<file path="config.mk">
export PLATFORM = sky130hd
export DESIGN_NAME = oam_dma_ctrl_flat
export DESIGN_NICKNAME = d
export VERILOG_FILES = /design/src/rtl/nes_bus_pkg.sv /design/src/rtl/oam_dma_ctrl_if.sv /design/src/rtl/oam_dma_ctrl.sv /design/src/flat_wrapper.sv
export SDC_FILE = /design/constraint.sdc
export NUM_CORES = 1
export LEC_CHECK = 0
export ABC_AREA = 1
export CORE_MARGIN = 1.5
export CORE_UTILIZATION = 47
export CTS_CLUSTER_SIZE = 25
export DETAILED_ROUTE_END_ITERATION = 10
export PLACE_DENSITY = 0.93
export SLEW_MARGIN = 20
export SYNTH_ARGS = -nofsm -noshare
export SYNTH_HDL_FRONTEND = slang
export SYNTH_SLANG_ARGS = --single-unit
</file>
<file path="constraint.sdc">
create_clock -name clk -period 3.2 [get_ports clk]
set_input_delay 0.48 -clock clk [delete_from_list [all_inputs] [get_ports clk]]
set_output_delay 0.48 -clock clk [all_outputs]
set_load 0.03 [all_outputs]
</file>
<file path="src/rtl/nes_bus_pkg.sv">
// Shared NES bus constants and the OAM DMA state encoding.
package nes_bus_pkg;

    localparam logic [15:0] OAMDMA_ADDR  = 16'h4014;
    localparam logic [15:0] OAMDATA_ADDR = 16'h2004;

    typedef enum logic [2:0] {
        ST_IDLE,
        ST_HALT,
        ST_ALIGN,
        ST_READ,
        ST_WRITE
    } dma_state_t;

endpackage

</file>
<file path="src/rtl/oam_dma_ctrl_if.sv">
// CPU-side and memory-bus-side signals of the OAM DMA controller.
interface oam_dma_ctrl_if;

    logic [15:0] cpu_addr_out;
    logic [7:0]  cpu_data_out;
    logic        ren;
    logic        wen;
    logic        rdy;
    logic [7:0]  cpu_data_in;
    logic [15:0] bus_addr;
    logic [7:0]  bus_data_out;
    logic        bus_ren;
    logic        bus_wen;
    logic [7:0]  bus_data_in;
    logic        dma_active;

    // The DMA controller sits between the CPU and the shared memory bus.
    modport master (
        input  cpu_addr_out, cpu_data_out, ren, wen, bus_data_in,
        output rdy, cpu_data_in, bus_addr, bus_data_out, bus_ren, bus_wen, dma_active
    );

    modport slave (
        output cpu_addr_out, cpu_data_out, ren, wen, bus_data_in,
        input  rdy, cpu_data_in, bus_addr, bus_data_out, bus_ren, bus_wen, dma_active
    );

endinterface

</file>
<file path="src/rtl/oam_dma_ctrl.sv">
// OAM DMA: on a $4014 write, halts the CPU and copies page P ($PP00-$PPFF) to $2004.
module oam_dma_ctrl
    import nes_bus_pkg::*;
(
    input  logic           clk,
    input  logic           b_rst,
    oam_dma_ctrl_if.master bus
);

    dma_state_t  state_q;
    logic        parity_q;
    logic [7:0]  idx_q;
    logic [7:0]  idx_d;
    logic [7:0]  page_q;
    logic [7:0]  data_q;
    logic        rdy_q;
    logic        active_q;
    logic        trigger;

    assign trigger = bus.wen && (bus.cpu_addr_out == OAMDMA_ADDR);
    assign idx_d   = idx_q + 8'd1;

    always_ff @(posedge clk or negedge b_rst) begin
        if (!b_rst) begin
            state_q  <= ST_IDLE;
            parity_q <= 1'b0;
            idx_q    <= 8'h00;
            page_q   <= 8'h00;
            data_q   <= 8'h00;
            rdy_q    <= 1'b1;
            active_q <= 1'b0;
        end else begin
            parity_q <= ~parity_q;
            case (state_q)
                ST_IDLE: begin
                    if (trigger) begin
                        state_q  <= ST_HALT;
                        page_q   <= bus.cpu_data_out;
                        idx_q    <= 8'h00;
                        rdy_q    <= 1'b0;
                        active_q <= 1'b1;
                    end
                end
                ST_HALT: begin
                    // A CPU write cannot be stalled, so hold here until it ends.
                    // Leaving at parity=1 lands READ on parity=0.
                    if (!bus.wen) begin
                        state_q <= parity_q ? ST_READ : ST_ALIGN;
                    end
                end
                ST_ALIGN: begin
                    state_q <= ST_READ;
                end
                ST_READ: begin
                    data_q  <= bus.bus_data_in;
                    state_q <= ST_WRITE;
                end
                ST_WRITE: begin
                    idx_q <= idx_d;
                    if (idx_q == 8'hFF) begin
                        state_q  <= ST_IDLE;
                        rdy_q    <= 1'b1;
                        active_q <= 1'b0;
                    end else begin
                        state_q <= ST_READ;
                    end
                end
                default: begin
                    state_q  <= ST_IDLE;
                    rdy_q    <= 1'b1;
                    active_q <= 1'b0;
                end
            endcase
        end
    end

    // Bus mux: the CPU owns the bus except during the DMA's own READ/WRITE cycles.
    always_comb begin
        bus.bus_addr     = bus.cpu_addr_out;
        bus.bus_data_out = bus.cpu_data_out;
        bus.bus_ren      = bus.ren;
        bus.bus_wen      = bus.wen;
        case (state_q)
            ST_READ: begin
                bus.bus_addr = {page_q, idx_q};
                bus.bus_ren  = 1'b1;
                bus.bus_wen  = 1'b0;
            end
            ST_WRITE: begin
                bus.bus_addr     = OAMDATA_ADDR;
                bus.bus_data_out = data_q;
                bus.bus_ren      = 1'b0;
                bus.bus_wen      = 1'b1;
            end
            default: begin
            end
        endcase
    end

    assign bus.cpu_data_in = bus.bus_data_in;
    assign bus.rdy         = rdy_q;
    assign bus.dma_active  = active_q;

endmodule

</file>
<file path="src/flat_wrapper.sv">
// flat-port wrapper written by rule: the top's interface ports become plain ports
module oam_dma_ctrl_flat import nes_bus_pkg::*;
  (clk, b_rst, bus_cpu_addr_out, bus_cpu_data_out, bus_ren, bus_wen, bus_bus_data_in, bus_rdy, bus_cpu_data_in, bus_bus_addr, bus_bus_data_out, bus_bus_ren, bus_bus_wen, bus_dma_active);
  oam_dma_ctrl_if bus_i ();
  input  logic clk;
  input  logic b_rst;
  input wire logic [$bits(bus_i.cpu_addr_out)-1:0] bus_cpu_addr_out;
  input wire logic [$bits(bus_i.cpu_data_out)-1:0] bus_cpu_data_out;
  input wire logic [$bits(bus_i.ren)-1:0] bus_ren;
  input wire logic [$bits(bus_i.wen)-1:0] bus_wen;
  input wire logic [$bits(bus_i.bus_data_in)-1:0] bus_bus_data_in;
  output wire logic [$bits(bus_i.rdy)-1:0] bus_rdy;
  output wire logic [$bits(bus_i.cpu_data_in)-1:0] bus_cpu_data_in;
  output wire logic [$bits(bus_i.bus_addr)-1:0] bus_bus_addr;
  output wire logic [$bits(bus_i.bus_data_out)-1:0] bus_bus_data_out;
  output wire logic [$bits(bus_i.bus_ren)-1:0] bus_bus_ren;
  output wire logic [$bits(bus_i.bus_wen)-1:0] bus_bus_wen;
  output wire logic [$bits(bus_i.dma_active)-1:0] bus_dma_active;
  assign bus_i.cpu_addr_out = bus_cpu_addr_out;
  assign bus_i.cpu_data_out = bus_cpu_data_out;
  assign bus_i.ren = bus_ren;
  assign bus_i.wen = bus_wen;
  assign bus_i.bus_data_in = bus_bus_data_in;
  assign bus_rdy = bus_i.rdy;
  assign bus_cpu_data_in = bus_i.cpu_data_in;
  assign bus_bus_addr = bus_i.bus_addr;
  assign bus_bus_data_out = bus_i.bus_data_out;
  assign bus_bus_ren = bus_i.bus_ren;
  assign bus_bus_wen = bus_i.bus_wen;
  assign bus_dma_active = bus_i.dma_active;
  oam_dma_ctrl u_core (.clk(clk), .b_rst(b_rst), .bus(bus_i));
endmodule
</file>
Word-level counts from Yosys, hierarchy flattened
Index checks and enable logic that the tools add are counted.
{"block": "totals", "wordCells": 44, "inputBits": 36, "regBits": 30}
{"block": "op_classes", "n_eq_ne": 9, "reduce_logical": 8, "n_mux": 17, "bitwise_logic": 2, "addsub": 1}
{"op": "case mux 16 bit (2 select lines)", "n": 1}
{"op": "equality test 16 x 15 -> 1 bit, second input constant", "n": 1}
{"op": "2-to-1 mux 8 bit", "n": 2}
{"op": "case mux 8 bit (2 select lines)", "n": 1}
{"op": "case mux 3 bit (5 select lines)", "n": 1}
{"op": "adder 8 x 1 -> 8 bit, second input constant", "n": 1}
{"op": "equality test 8 bit, second input constant", "n": 1}
{"op": "equality test 3 x 2 -> 1 bit, second input constant", "n": 2}
{"op": "2-to-1 mux 3 bit", "n": 2}
{"op": "case mux 1 bit (3 select lines)", "n": 2}
{"op": "AND reduction 2 bit", "n": 3}
{"op": "2-to-1 mux 1 bit", "n": 5}
{"op": "inequality test 2 x 1 -> 1 bit, second input constant", "n": 2}
{"op": "case mux 1 bit (2 select lines)", "n": 2}
{"op": "equality test 3 x 1 -> 1 bit, second input constant", "n": 1}
{"op": "equality test 3 bit, second input constant", "n": 1}
{"op": "zero test 3 bit", "n": 1}
{"op": "AND reduction 3 bit", "n": 1}
{"op": "OR reduction 3 bit", "n": 1}
{"op": "2-to-1 mux 2 bit", "n": 1}
{"op": "inequality test 2 bit, second input constant", "n": 1}
{"op": "NOT 1 bit", "n": 2}
{"op": "nonzero test 2 bit", "n": 1}
{"op": "logical AND 1 bit", "n": 1}

Longest topological paths before layout
{"block": "depth", "word_depth": 4, "depth_mapped": 10}

Worst setup path after synthesis
Ideal clock, no wire load.
{"block": "synth_timing", "path_kind": "reg-to-output", "from": "reg u_core.state_q[2]", "to": "out bus_bus_wen", "path_slack_ns": 1.227, "arrival_time_ns": 1.493, "stages_incl_launch_ff": 6, "path_cell_list": "dfrtp_1 inv_2 nand3_4 inv_4 buf_6 o21ai_0"}
{"block": "synth_between", "elab_chain_len": 2, "word_cells_on_any_way": 3}
{"element": "start: declaration", "line": "oam_dma_ctrl.sv:10", "rtl": "dma_state_t state_q;"}
{"element": "start signal: assignment", "line": "oam_dma_ctrl.sv:48", "rtl": "state_q <= parity_q ? ST_READ : ST_ALIGN;"}
{"element": "equality test 3 bit or equality test 3 x 2 -> 1 bit (tied branches)", "line": "oam_dma_ctrl.sv:83", "rtl": "case (state_q)"}
{"element": "case mux 1 bit (2 select lines) (*)", "line": "oam_dma_ctrl.sv:83"}
{"element": "end: declaration", "line": "flat_wrapper.sv:17", "rtl": "output wire logic [$bits(bus_i.bus_wen)-1:0] bus_bus_wen;"}
Every way passes the cells marked *; elsewhere a longest branch is shown, timed or not.

Worst setup path in the final report
{"block": "layout_timing", "from": "reg u_core.state_q[2]", "to": "out bus_bus_addr[13]"}
{"block": "layout_between", "elab_chain_len": 2, "word_cells_on_any_way": 3}
{"element": "equality test 3 bit or equality test 3 x 2 -> 1 bit (tied branches)", "line": "oam_dma_ctrl.sv:83"}
{"element": "case mux 16 bit (2 select lines) (*)", "line": "oam_dma_ctrl.sv:83"}
{"element": "end: declaration", "line": "flat_wrapper.sv:14", "rtl": "output wire logic [$bits(bus_i.bus_addr)-1:0] bus_bus_addr;"}
Marked as above.

==> impl_summary.txt <==
----------------------------------------------------
[Global routing]
  Number of antenna violations at the first check in global routing ... 0
  Number of global-route vias before repair ... 1,746
  Maximum number of pins on one net before global-route repair ... 31
  All-layer global routing usage ... 0.238
  First-pass GRT wire length ... 7.65 mm
  Remaining Overflow, GRT ... 0

[Drt]
  Final WL ... 4.68 mm
  Via Count ... 1,812
  Average wire length per cell after detail routing ... 13.2 um
  ANT nets after route ... 0
  Pre-antenna DRT Iters ... 4
  Drt drc ... 0
  Initial drt markers ... 165
  Via density per instance ... 5.09

[Logic synthesis]
  Post-Syn Area ... 1850 sq um
  Net count of the mapped netlist ... 279
  Syn Inst Count ... approximately 240
  Number of storage elements in the synthesis netlist ... 30
  Sequential cell area fraction in the yosys report ... 0.407
  Count of distinct cell types in the synthesized netlist ... 30
  Count of synthesis-stage warnings from yosys ... 0
  Post-Synthesis Mean Instance Area ... ~7.6 sq um

[Layout]
  Multi-input logic area ... 833 sq um
  FILL cells ... 292
  Fin util ... 0.708
  Fraction of final layout cells with drive strength greater than 1 ... 0.107
  N_diodes ... 0
  Area growth from synthesis to final layout ... 42.3%
  Number of nets in the layout ... 344
  Final instance area ... 2630 sq um
  Register area ... ~750 sq um

[Timing]
  Tcrit/Tclk final ... 0.911
  Final min period ... a little under 3 ns
  Final number of setup-violating endpoints ... 0
  Min Hold Slack ... ~0.42 ns
  Transition at the pin with the smallest max-transition slack ... 0.430 ns
  Setup repair after global routing missed its margin ... no
  Worst rel slew slack ... 0.713
  Hold Violations, Final ... 0
  Worst Clk Skew ... 0.00524 ns
  Sum Neg Setup Slack ... 0 ns
  Final count of pins violating max slew ... 0
  Achievable frequency ... ~340 MHz

[Power and ir drop]
  Total power per unit cell area ... 760 nW/um^2
  Sequential group share of total power ... 0.314
  Design internal power ... roughly 1100 uW
  Net switching power ... 859 uW
  Combinational group share of total power ... 0.487
  Switching portion of total power ... 0.430
  Static leakage ... 0.00129 uW
  Worst supply voltage drop on vdd ... 0.366 mV
  Clk pwr share ... 0.199

[Placement]
  HPWL after detailed placement ... 3.51 mm
  Port Buffers ... 71
  Placed instance area ... 2510 sq um
  Placer congestion estimate ... 0.855

[Floorplanning]
  Core area ... about 3700 sq um
  Starting density of the core ... 0.498
  Die Y ... 65.7 um
  Total I/O pin count ... between 70 and 80
  Standard-cell row count ... 22
  Die Outline Area ... 4320 sq um
  DIE WIDTH ... 65.7 um

[Worst setup path]
  CP Data Required Time ... 2.72 ns
  Critical path peak fanout ... 22
  Total buffers and inverters traversed by the critical path ... 4
  Kind of cell adding the most delay to the critical path ... buffers and inverters
  Worst EP arrival ... 2.43 ns
  Slowest library cell on the worst path ... sky130_fd_sc_hd__clkdlybuf4s50_1
  Launching element type of the critical path ... register
  Worst setup path startpoint ... u_core.state_q[2]
  Max stage delay on crit path ... 0.66 ns
  Critical path's most frequent cell ... sky130_fd_sc_hd__inv_2
  R2R setup slack ... 1.62 ns
  Worst r2r src ... u_core.state_q[1]
  CP cell instances ... inv_2 > nand3_4 > inv_4 > nor2_8 > inv_2 > o22a_1 > clkdlybuf4s50_1
  Capturing element type of the critical path ... primary output
  Category of the most critical setup path ... reg2out

[Clock network]
  Number of hold-repair buffers added at the cts stage ... 0
  Total clock sinks ... 30
  Cell at the root of the clock tree ... sky130_fd_sc_hd__clkbuf_8
  H-tree levels ... 2
  Clock latency on the worst-skew pair ... a little under 0.3 ns
  Clock tree from TritonCTS ... yes
  Post CTS Setup Buffer Count ... 0
  TritonCTS Buffers ... 5
  CTS Buffer Depth ... 2
  Clock-pin slew on the worst setup and hold paths ... around 0.06 ns
  Quantity of gates resized following cts ... 0

[Worst hold path]
  Path category of the worst min-delay check ... reg2reg
  Worst Min Path Start ... u_core.parity_q

[Flow run]
  Total of max-cap violations ... 0

[Status]
  Status ... complete, no violations

----------------------------------------------------
[synth_stat cells, drive strengths merged]
library cell | instances | area (sq um)
a21oi | 5 | 36.3
a22o | 4 | 35.0
a31oi | 2 | 12.5
buf | 14 | 113
dfrtp | 29 | 726
dfstp | 1 | 26.3
ha | 1 | 12.5
inv | 39 | 151
nand2 | 77 | 304
nand3 | 15 | 100
nand4 | 4 | 25.0
nor2 | 14 | 105
nor3b | 1 | 7.51
o21ai | 32 | 168
o22a | 1 | 8.76
o22ai | 3 | 18.8
[flip-flops by register name, summed over array words and instances (netlist names)]
name,count
u_core.state_q,3
u_core.data_q,8
u_core.parity_q,1
u_core.idx_q,8
u_core.page_q,8
u_core.bus.rdy,1
u_core.bus.dma_active,1
[layout make-up]
class,instances,share of cell area
tap,48,0.0228
inverter,39,0.0575
clock inverter,1,0.0114
timing repair buffer,72,0.273
clock buffer,7,0.0328
sequential,30,0.286
multi-input combinational,159,0.317
[metrics by stage]
step	worst slack, ns	total power [uW]	std cells
floorplan	1.23	1270	242
global placement	0.644	1570	348
detailed placement	0.596	1600	348
CTS	0.286	2010	356
global route	0.150	2120	356
finish	0.286	2000	356
[power by group through the flow]
| stage | Combinational [uW] | Clock [uW] | Sequential [uW] |
|---|---|---|---|
| after floorplan | 635 | 0 | 631 |
| after CTS | 977 | 404 | 624 |
| after global routing | 1050 | 420 | 643 |
| final | 973 | 399 | 628 |
| after global placement | 948 | 0 | 623 |
| after detailed placement | 968 | 0 | 628 |
[path summary, 6_finish.rpt]
kind                                    end  cells after the start
setup / recovery           bus_bus_addr[13]                      7
hold / removal              u_core.parity_q                      1
setup reg to reg            u_core.idx_q[5]                      6
hold reg to reg             u_core.parity_q                      1
max in group asynchronous    u_core.bus.rdy                      2
min in group asynchronous   u_core.idx_q[2]                      2
[cells in the final DEF, fill, tap and decap left out, types with 3 or more instances in the layout]
| cell type | n |
|---|---|
| sky130_fd_sc_hd__clkbuf_8 | 6 |
| sky130_fd_sc_hd__o21ai_1 | 10 |
| sky130_fd_sc_hd__nand4_1 | 4 |
| sky130_fd_sc_hd__inv_1 | 30 |
| sky130_fd_sc_hd__nand2_2 | 3 |
| sky130_fd_sc_hd__clkdlybuf4s50_1 | 71 |
| sky130_fd_sc_hd__o22ai_1 | 3 |
| sky130_fd_sc_hd__nor2_1 | 8 |
| sky130_fd_sc_hd__nand3_1 | 13 |
| sky130_fd_sc_hd__inv_2 | 7 |
| sky130_fd_sc_hd__o21ai_0 | 20 |
| sky130_fd_sc_hd__a21oi_1 | 4 |
| sky130_fd_sc_hd__dfrtp_1 | 29 |
| sky130_fd_sc_hd__a22o_1 | 4 |
| sky130_fd_sc_hd__nand2_1 | 73 |
[layer usage]
layer | GRT usage | vias to the layer above | wire [um]
met2 | 0.402 | 82 | 2290
met4 | 0.0938 | 0 | 82
met1 | 0.278 | 822 | 1910
met5 | 0 | - | 0
li1 | - | 896 | -
met3 | 0.0753 | 12 | 401
[kinds of logic after synthesis]
kind of cell / Yosys count / share of synthesized area
AO/OA/AOI/OAI: 47 / 0.151
AND/OR/NAND/NOR: 111 / 0.293
buffers and inverters: 53 / 0.143
flip-flops: 30 / 0.407
adder cells (fa/ha/maj): 1 / 0.00676
No activity file was read; power rests on OpenSTA's default activity.
